<file path="src/rtl/vga_frame_scanner_pkg.sv">
// Shared VGA timing constants, the per-pixel sideband record carried down the
// scan pipeline, and the counter width helper.
package vga_pkg;
    localparam int H_ACTIVE = 640;
    localparam int H_FP     = 16;
    localparam int H_SYNC   = 96;
    localparam int H_BP     = 48;
    localparam int V_ACTIVE = 480;
    localparam int V_FP     = 10;
    localparam int V_SYNC   = 2;
    localparam int V_BP     = 33;
    localparam int IMG_W    = 256;
    localparam int IMG_H    = 256;
    localparam int ADDR_W   = 32;

    localparam int H_TOTAL      = H_ACTIVE + H_FP + H_SYNC + H_BP;
    localparam int V_TOTAL      = V_ACTIVE + V_FP + V_SYNC + V_BP;
    localparam int H_SYNC_START = H_ACTIVE + H_FP;
    localparam int H_SYNC_END   = H_SYNC_START + H_SYNC;
    localparam int V_SYNC_START = V_ACTIVE + V_FP;
    localparam int V_SYNC_END   = V_SYNC_START + V_SYNC;

    typedef struct packed {
        logic hs;
        logic vs;
        logic de;
        logic in_img;
    } vga_sig_t;

    function automatic int cnt_w(input int total);
        return (total > 1) ? $clog2(total) : 1;
    endfunction
endpackage

</file>
<file path="src/rtl/vga_frame_scanner_timing.sv">
// Pixel tick (clk/2), h/v raster counters and same-cycle sync/active/image decode.
// Latency 0 from counters to decode; enable low freezes tick and counters.
module vga_timing_gen #(
    parameter int H_ACTIVE = vga_pkg::H_ACTIVE,
    parameter int H_FP     = vga_pkg::H_FP,
    parameter int H_SYNC   = vga_pkg::H_SYNC,
    parameter int H_BP     = vga_pkg::H_BP,
    parameter int V_ACTIVE = vga_pkg::V_ACTIVE,
    parameter int V_FP     = vga_pkg::V_FP,
    parameter int V_SYNC   = vga_pkg::V_SYNC,
    parameter int V_BP     = vga_pkg::V_BP,
    parameter int IMG_W    = vga_pkg::IMG_W,
    parameter int IMG_H    = vga_pkg::IMG_H,
    parameter int HW       = vga_pkg::cnt_w(H_ACTIVE + H_FP + H_SYNC + H_BP),
    parameter int VW       = vga_pkg::cnt_w(V_ACTIVE + V_FP + V_SYNC + V_BP)
) (
    input  logic              i_clk,
    input  logic              i_reset,
    input  logic              i_enable,
    output logic              o_tick,
    output logic [HW-1:0]     o_hcount,
    output logic [VW-1:0]     o_vcount,
    output vga_pkg::vga_sig_t o_sig
);
    import vga_pkg::*;

    localparam int H_TOT = H_ACTIVE + H_FP + H_SYNC + H_BP;
    localparam int V_TOT = V_ACTIVE + V_FP + V_SYNC + V_BP;
    localparam int HS_S  = H_ACTIVE + H_FP;
    localparam int VS_S  = V_ACTIVE + V_FP;

    logic          r_tick;
    logic [HW-1:0] r_hcount;
    logic [VW-1:0] r_vcount;
    logic [31:0]   w_h;
    logic [31:0]   w_v;
    vga_sig_t      w_sig;

    always_ff @(posedge i_clk or posedge i_reset) begin
        if (i_reset) begin
            r_tick   <= 1'b0;
            r_hcount <= '0;
            r_vcount <= '0;
        end else if (i_enable) begin
            r_tick <= ~r_tick;
            if (r_tick) begin
                if (r_hcount == HW'(H_TOT - 1)) begin
                    r_hcount <= '0;
                    if (r_vcount == VW'(V_TOT - 1))
                        r_vcount <= '0;
                    else
                        r_vcount <= r_vcount + VW'(1);
                end else begin
                    r_hcount <= r_hcount + HW'(1);
                end
            end
        end
    end

    // Widen to 32 bits so the compares stay correct for any parameter set.
    assign w_h = 32'(r_hcount);
    assign w_v = 32'(r_vcount);

    assign w_sig.de     = (w_h < H_ACTIVE) && (w_v < V_ACTIVE);
    assign w_sig.in_img = (w_h < IMG_W) && (w_v < IMG_H);
    assign w_sig.hs     = !((w_h >= HS_S) && (w_h < HS_S + H_SYNC));
    assign w_sig.vs     = !((w_v >= VS_S) && (w_v < VS_S + V_SYNC));

    assign o_tick   = r_tick;
    assign o_hcount = r_hcount;
    assign o_vcount = r_vcount;
    assign o_sig    = w_sig;
endmodule

</file>
<file path="src/rtl/vga_frame_scanner.sv">
// Scans the VGA raster, fetches framebuffer words and drives grey RGB plus syncs.
// Latency 2 pixel ticks (4 clk) counter-to-pins; no backpressure, enable low freezes all.
module vga_frame_scanner #(
    parameter int H_ACTIVE = vga_pkg::H_ACTIVE,
    parameter int H_FP     = vga_pkg::H_FP,
    parameter int H_SYNC   = vga_pkg::H_SYNC,
    parameter int H_BP     = vga_pkg::H_BP,
    parameter int V_ACTIVE = vga_pkg::V_ACTIVE,
    parameter int V_FP     = vga_pkg::V_FP,
    parameter int V_SYNC   = vga_pkg::V_SYNC,
    parameter int V_BP     = vga_pkg::V_BP,
    parameter int IMG_W    = vga_pkg::IMG_W,
    parameter int IMG_H    = vga_pkg::IMG_H,
    parameter int ADDR_W   = vga_pkg::ADDR_W
) (
    input  logic              clk,
    input  logic              reset,
    input  logic              enable,
    output logic [ADDR_W-1:0] mem_addr,
    input  logic [31:0]       mem_pixel,
    output logic [7:0]        vga_r,
    output logic [7:0]        vga_g,
    output logic [7:0]        vga_b,
    output logic              vga_hsync,
    output logic              vga_vsync,
    output logic              vga_blank_n,
    output logic              pix_tick,
    output logic              frame_start
);
    import vga_pkg::*;

    localparam int HW = cnt_w(H_ACTIVE + H_FP + H_SYNC + H_BP);
    localparam int VW = cnt_w(V_ACTIVE + V_FP + V_SYNC + V_BP);
    localparam logic [ADDR_W-1:0] IMG_W_A = ADDR_W'(IMG_W);
    // Syncs idle high so the first tick after reset never emits a false pulse.
    localparam vga_sig_t SIG_IDLE = '{hs: 1'b1, vs: 1'b1, de: 1'b0, in_img: 1'b0};

    logic              w_tick;
    logic              w_step;
    logic [HW-1:0]     w_h;
    logic [VW-1:0]     w_v;
    vga_sig_t          w_sig;
    logic [ADDR_W-1:0] w_addr;
    logic              w_origin;
    logic              w_unused_hi;

    vga_sig_t          r_s1;
    logic              r_fs1;
    logic [ADDR_W-1:0] r_addr;
    logic [7:0]        r_grey;
    logic              r_hs;
    logic              r_vs;
    logic              r_de;
    logic              r_fs;

    vga_timing_gen #(
        .H_ACTIVE (H_ACTIVE), .H_FP (H_FP), .H_SYNC (H_SYNC), .H_BP (H_BP),
        .V_ACTIVE (V_ACTIVE), .V_FP (V_FP), .V_SYNC (V_SYNC), .V_BP (V_BP),
        .IMG_W    (IMG_W),    .IMG_H (IMG_H), .HW (HW),     .VW (VW)
    ) u_timing (
        .i_clk    (clk),
        .i_reset  (reset),
        .i_enable (enable),
        .o_tick   (w_tick),
        .o_hcount (w_h),
        .o_vcount (w_v),
        .o_sig    (w_sig)
    );

    assign w_step      = enable & w_tick;
    assign w_addr      = w_sig.in_img ? (ADDR_W'(w_v) * IMG_W_A + ADDR_W'(w_h)) : '0;
    assign w_origin    = (w_h == '0) && (w_v == '0);
    assign w_unused_hi = ^mem_pixel[31:8];

    always_ff @(posedge clk or posedge reset) begin
        if (reset) begin
            r_s1   <= SIG_IDLE;
            r_fs1  <= 1'b0;
            r_addr <= '0;
            r_grey <= 8'h00;
            r_hs   <= 1'b1;
            r_vs   <= 1'b1;
            r_de   <= 1'b0;
            r_fs   <= 1'b0;
        end else if (w_step) begin
            r_s1   <= w_sig;
            r_fs1  <= w_origin;
            r_addr <= w_addr;
            r_grey <= (r_s1.de && r_s1.in_img) ? mem_pixel[7:0] : 8'h00;
            r_hs   <= r_s1.hs;
            r_vs   <= r_s1.vs;
            r_de   <= r_s1.de;
            r_fs   <= r_fs1;
        end
    end

    assign mem_addr    = r_addr;
    assign vga_r       = r_grey;
    assign vga_g       = r_grey;
    assign vga_b       = r_grey;
    assign vga_hsync   = r_hs;
    assign vga_vsync   = r_vs;
    assign vga_blank_n = r_de;
    assign pix_tick    = w_tick;
    assign frame_start = r_fs;
endmodule

</file>
<file path="config.mk">
export PLATFORM = sky130hd
export DESIGN_NAME = vga_frame_scanner
export DESIGN_NICKNAME = d
export VERILOG_FILES = /design/src/rtl/vga_frame_scanner_pkg.sv /design/src/rtl/vga_frame_scanner_timing.sv /design/src/rtl/vga_frame_scanner.sv
export SDC_FILE = /design/constraint.sdc
export NUM_CORES = 1
export LEC_CHECK = 0
export CAP_MARGIN = 20
export CORE_MARGIN = 1
export CORE_UTILIZATION = 41
export DETAILED_ROUTE_END_ITERATION = 8
export PLACE_DENSITY = 0.84
export REMOVE_ABC_BUFFERS = 1
export SLEW_MARGIN = 30
export SYNTH_ARGS = -nofsm -noshare
export SYNTH_HDL_FRONTEND = slang
export SYNTH_SLANG_ARGS = --single-unit
</file>
<file path="constraint.sdc">
create_clock -name clk -period 2.3 [get_ports clk]
set_clock_uncertainty 0.1 [all_clocks]
set_input_delay 0.46 -clock clk [delete_from_list [all_inputs] [get_ports clk]]
set_output_delay 0.46 -clock clk [all_outputs]
set_load 0.005 [all_outputs]
</file>
-- Word level (Yosys, flattened, before mapping)
Cells that the tools add are included.
- eq/ne operators: 2
- mux-type cells: 4
- reductions and logical operators: 12
- bitwise operators: 2
- add/subtract/negate cells: 3
- magnitude comparators: 8
- operators with widths (cell ; number):
    $lt A10 B9 Y1 const B ; 4
    $add A10 B1 Y10 const B ; 2
    $eq A10 B10 Y1 const B ; 2
    $logic_not A10 Y1 ; 2
    $lt A10 B10 Y1 const B ; 2
    $mux W10 ; 2
    $add A18 B10 Y19 ; 1
    $mux W19 ; 1
    $ge A10 B10 Y1 const B ; 1
    $ge A10 B9 Y1 const B ; 1
    $mux W8 ; 1
    $logic_and A1 B1 Y1 ; 6
    $reduce_and A3 Y1 ; 1
    $logic_not A1 Y1 ; 2
    $reduce_and A2 Y1 ; 1
    $and A1 B1 Y1 ; 1
    $not A1 Y1 ; 1
- flip-flop bits (word level): 70
- word-level logic and storage cells: 45
- input bits: 35

-- Logic depth before layout (Yosys ltp)
- depth after elaboration: 3
- depth in mapped cells: 6

-- Cells and area by module
From an unflattened synthesis, not the netlist that was laid out.
- cells, all modules: 322
- area total of the unflattened synthesis: 3079.2 um^2
- modules (own cells, without submodules) (module ; cells an instance ; instances ; area each (um^2)):
    vga_frame_scanner ; 206 ; 1 ; 1926.8
    vga_timing_gen ; 116 ; 1 ; 1152.4

-- Least setup slack after synthesis
Ideal clock, no wire load.
- path type: register -> register
- from: register u_timing.r_hcount[5] (netlist: u_timing.o_hcount[5])
- to: register u_timing.r_vcount[4] (netlist: u_timing.o_vcount[4])
- data required time: 2134 ps
- period minus slack after synthesis: 2203 ps
- cell stages (with the launch flop): 7
- setup slack: 97 ps
- buffers on the path: 2
- arrival: 2037 ps
- cell sequence: dfrtp_1 > buf_6 > or3_4 > or4_4 > buf_6 > or4_1 > nand2_1
- cells in the longest elaborated chain, start to end: 2
- RTL lines (item ; RTL line ; source):
    start: declaration ; vga_frame_scanner_timing.sv:33 ; logic [HW-1:0] r_hcount;
    start signal: assignment ; vga_frame_scanner_timing.sv:54 ; r_hcount <= r_hcount + HW'(1);
    $eq A10 B10 Y1 ; vga_frame_scanner_timing.sv:47 ; if (r_hcount == HW'(H_TOT - 1)) begin
    $reduce_and A3 Y1 (no source line) ; n/a ;
    end signal: assignment ; vga_frame_scanner_timing.sv:52 ; r_vcount <= r_vcount + VW'(1);
    end: declaration ; vga_frame_scanner_timing.sv:34 ; logic [VW-1:0] r_vcount;
No other way between the ends.
A chain may end at the register's enable or synchronous reset.

-- Final worst setup path
- from: register u_timing.r_hcount[0] (netlist: u_timing.o_hcount[0])
- to: register u_timing.r_vcount[4] (netlist: u_timing.o_vcount[4])
Same word-level chain as after synthesis.

==> qor.yml <==
hpwl_um: 4205
post_cts_buffers: 0
start_util: 0.4334
first_iter_violations: 143
cts_buffers: 9
yosys_warnings: 0
synthFlopType: "dfrtp_1"
reg2reg_from: "u_timing.o_hcount[0]$_DFFE_PP0P_"
yosysTopAreaCell: "dfrtp_1"
die_area_um2: 7202
placed_cell_area_um2: 3420
yosys-top-cells-count: "53 x dfrtp_1, 33 x nand2_1, 29 x buf_4"
max_cap_viol_count: 0
synth.cell_area_um2: 2815
post_drt_wl_per_cell_um: 14.38
ir_worst_vdd_v: 0.0003076
grt_pass1_vias: 2071
startpoint_type: "flip-flop"
drive_gt1_frac: 0.1450
synth-edff-count: 0
cts.clk_slew.worst_paths_ns: 0.07
max_freq_ghz: 0.4674
firstDrtPassIters: 7
worst_slack_ns: 0.1606
rsz0062_at_grt: "false"
timing.final.max_slew_violations: 0
io_pins: 96
vias_per_cell: 5.191
r2r_end: "u_timing.o_vcount[4]$_DFFE_PP0P_"
synthCells: 269
end_kind: "flip-flop"
cts_tree: "built"
crit_fanout: 6
outcome: "finished, violations left"
finalCritPeriodShare: 0.9302
synth.avg_cell_area_um2: 10.47
drc: 7
ys_ff_latch: 57
cts_sinks: 57
numPortBuffers: 58
post_cts_resized: 0
postRouteAntennaNets: 0
synth.top_cells.by_area: "dfrtp_1 47%, buf_4 7.7%, a22o_1 7.2%"
synthArstFlopShare: 1.000
clkLatencyLatePin_ns: 0.34
yosysTopAreaCellShare: 0.4711
finalHoldViolCount: 0
die_w_um: 84.87
grt_antenna_before_repair: 0
fin_crit_ns: 2.139
critical_path_class: "reg -> reg"
grt_overflow: 0
die_h_um: 84.87
seq_area_frac_synth: 0.5084
grt.total_usage: 0.1797
core-area_um2: 6495
clock_path_buffers: 2
pwr_density_cell_nw_per_um2: 765.5
rows: 29
globalplace.congestion: 0.8293
power_leakage_nw: 1.706
reg2reg_depth: 5
cts-root-buf: "clkbuf_8"
grt_max_degree: 27
cp.arrival_ns: 2.32
ctsHoldBuffers: 0
setup_violations: 0
synth_most_common_cell: "dfrtp_1"
htree_num_levels: 3
design_area_um2: 3649
final_nets: 368
grt_pass1_wl_um: 9984
cp.required_ns: 2.48
wl_um: 5866
place_ws_ns: -0.1160
post-route-util: 0.5617
synth_cell_type_count: 40
reg2reg_slack_ns: 0.16
n_antenna_cell: 0
violations: "DRC"
hold_class: "in -> async"
area_growth_syn_to_layout_pct: 29.60
via_count: 2118
## power breakdown
group,internal (mW),total [mW],switching (mW)
sequential,1.13,1.22,0.0991
combinational,0.222,0.502,0.280
clock,0.640,1.07,0.426
total,1.99,2.79,0.805
## critical path, cell delays in order (launching register included)
cell	delay, ns
dfrtp_1	0.44
ha_1	0.21
nand3_1	0.14
or4_4	0.59
or4_1	0.52
nand2_1	0.08
## cell type report
class,instances,area [µm²]
Fill cell,526,2846
Sequential cell,57,1431
Multi-Input combinational cell,171,1106
Timing Repair Buffer,77,748.2
Clock buffer,10,137.6
Tap cell,77,96.34
Clock inverter,6,91.34
Inverter,10,37.54
## cells by family (layout without fill, tap and decap cells)
kind of cell             after synthesis  in the layout  share of synthesized area
AO/OA/AOI/OAI                         46             46                     0.1244
XOR/XNOR                              17             17                    0.05289
adder cells (fa/ha/maj)                7              7                    0.03378
buffers and inverters                 53            103                     0.1147
flip-flops                            57             57                     0.5084
multiplexers                           1              1                   0.004000
other                                  1             13                   0.001332
AND/OR/NAND/NOR                       87             87                     0.1604
## cells in the final DEF (no fill, tap or decap), drive strengths merged, types with 10 or more instances in the layout
cell,instances
conb,13
nand2,33
dfrtp,53
buf,19
a22o,25
clkdlybuf4s50,58
xor2,10
inv,10
clkbuf,10
o21ai,11
## worst max path at each step
stage	start	endpoint	cells after the start
4_1_cts	u_timing.o_hcount[0]$_DFFE_PP0P_	u_timing.o_vcount[5]$_DFFE_PP0P_	6
5_1_grt	u_timing.o_hcount[0]$_DFFE_PP0P_	u_timing.o_vcount[5]$_DFFE_PP0P_	6
6_report	u_timing.o_hcount[0]$_DFFE_PP0P_	u_timing.o_vcount[4]$_DFFE_PP0P_	5
2_1_floorplan	enable	u_timing.o_vcount[4]$_DFFE_PP0P_	4
3_3_place_gp	enable	u_timing.o_vcount[4]$_DFFE_PP0P_	5
3_5_place_dp	enable	u_timing.o_vcount[4]$_DFFE_PP0P_	5
## metal layers
layer	global-route usage	vias up	wire length (µm)
met4	0.08937	0	90
met5	0	-	0
met2	0.2846	67	2869
met1	0.2285	1029	2576
met3	0.04864	10	329
li1	-	1012	-
## metrics by stage
| step | setup TNS [ns] | cells | hold slack, ns | power [mW] |
|---|---|---|---|---|
| 2_1_floorplan | -0.7856 | 238 | 0.3346 | 1.509 |
| 3_3_place_gp | -0.4695 | 392 | 0.3510 | 1.719 |
| 3_5_place_dp | -0.5538 | 392 | 0.3587 | 1.746 |
| 4_1_cts | 0 | 408 | 0.3648 | 2.804 |
| 5_1_grt | 0 | 408 | 0.3827 | 2.942 |
| 6_report | 0 | 408 | 0.3438 | 2.793 |
## state kept, by name, summed over array words and instances (netlist names)
register / count
mem_addr: 19
u_timing.o_hcount: 10
u_timing.o_vcount: 10
vga_b: 8
r_s1: 4
frame_start: 1
r_fs1: 1
u_timing.o_tick: 1
vga_blank_n: 1
vga_hsync: 1
vga_vsync: 1
(Power assumes the default switching activity.)
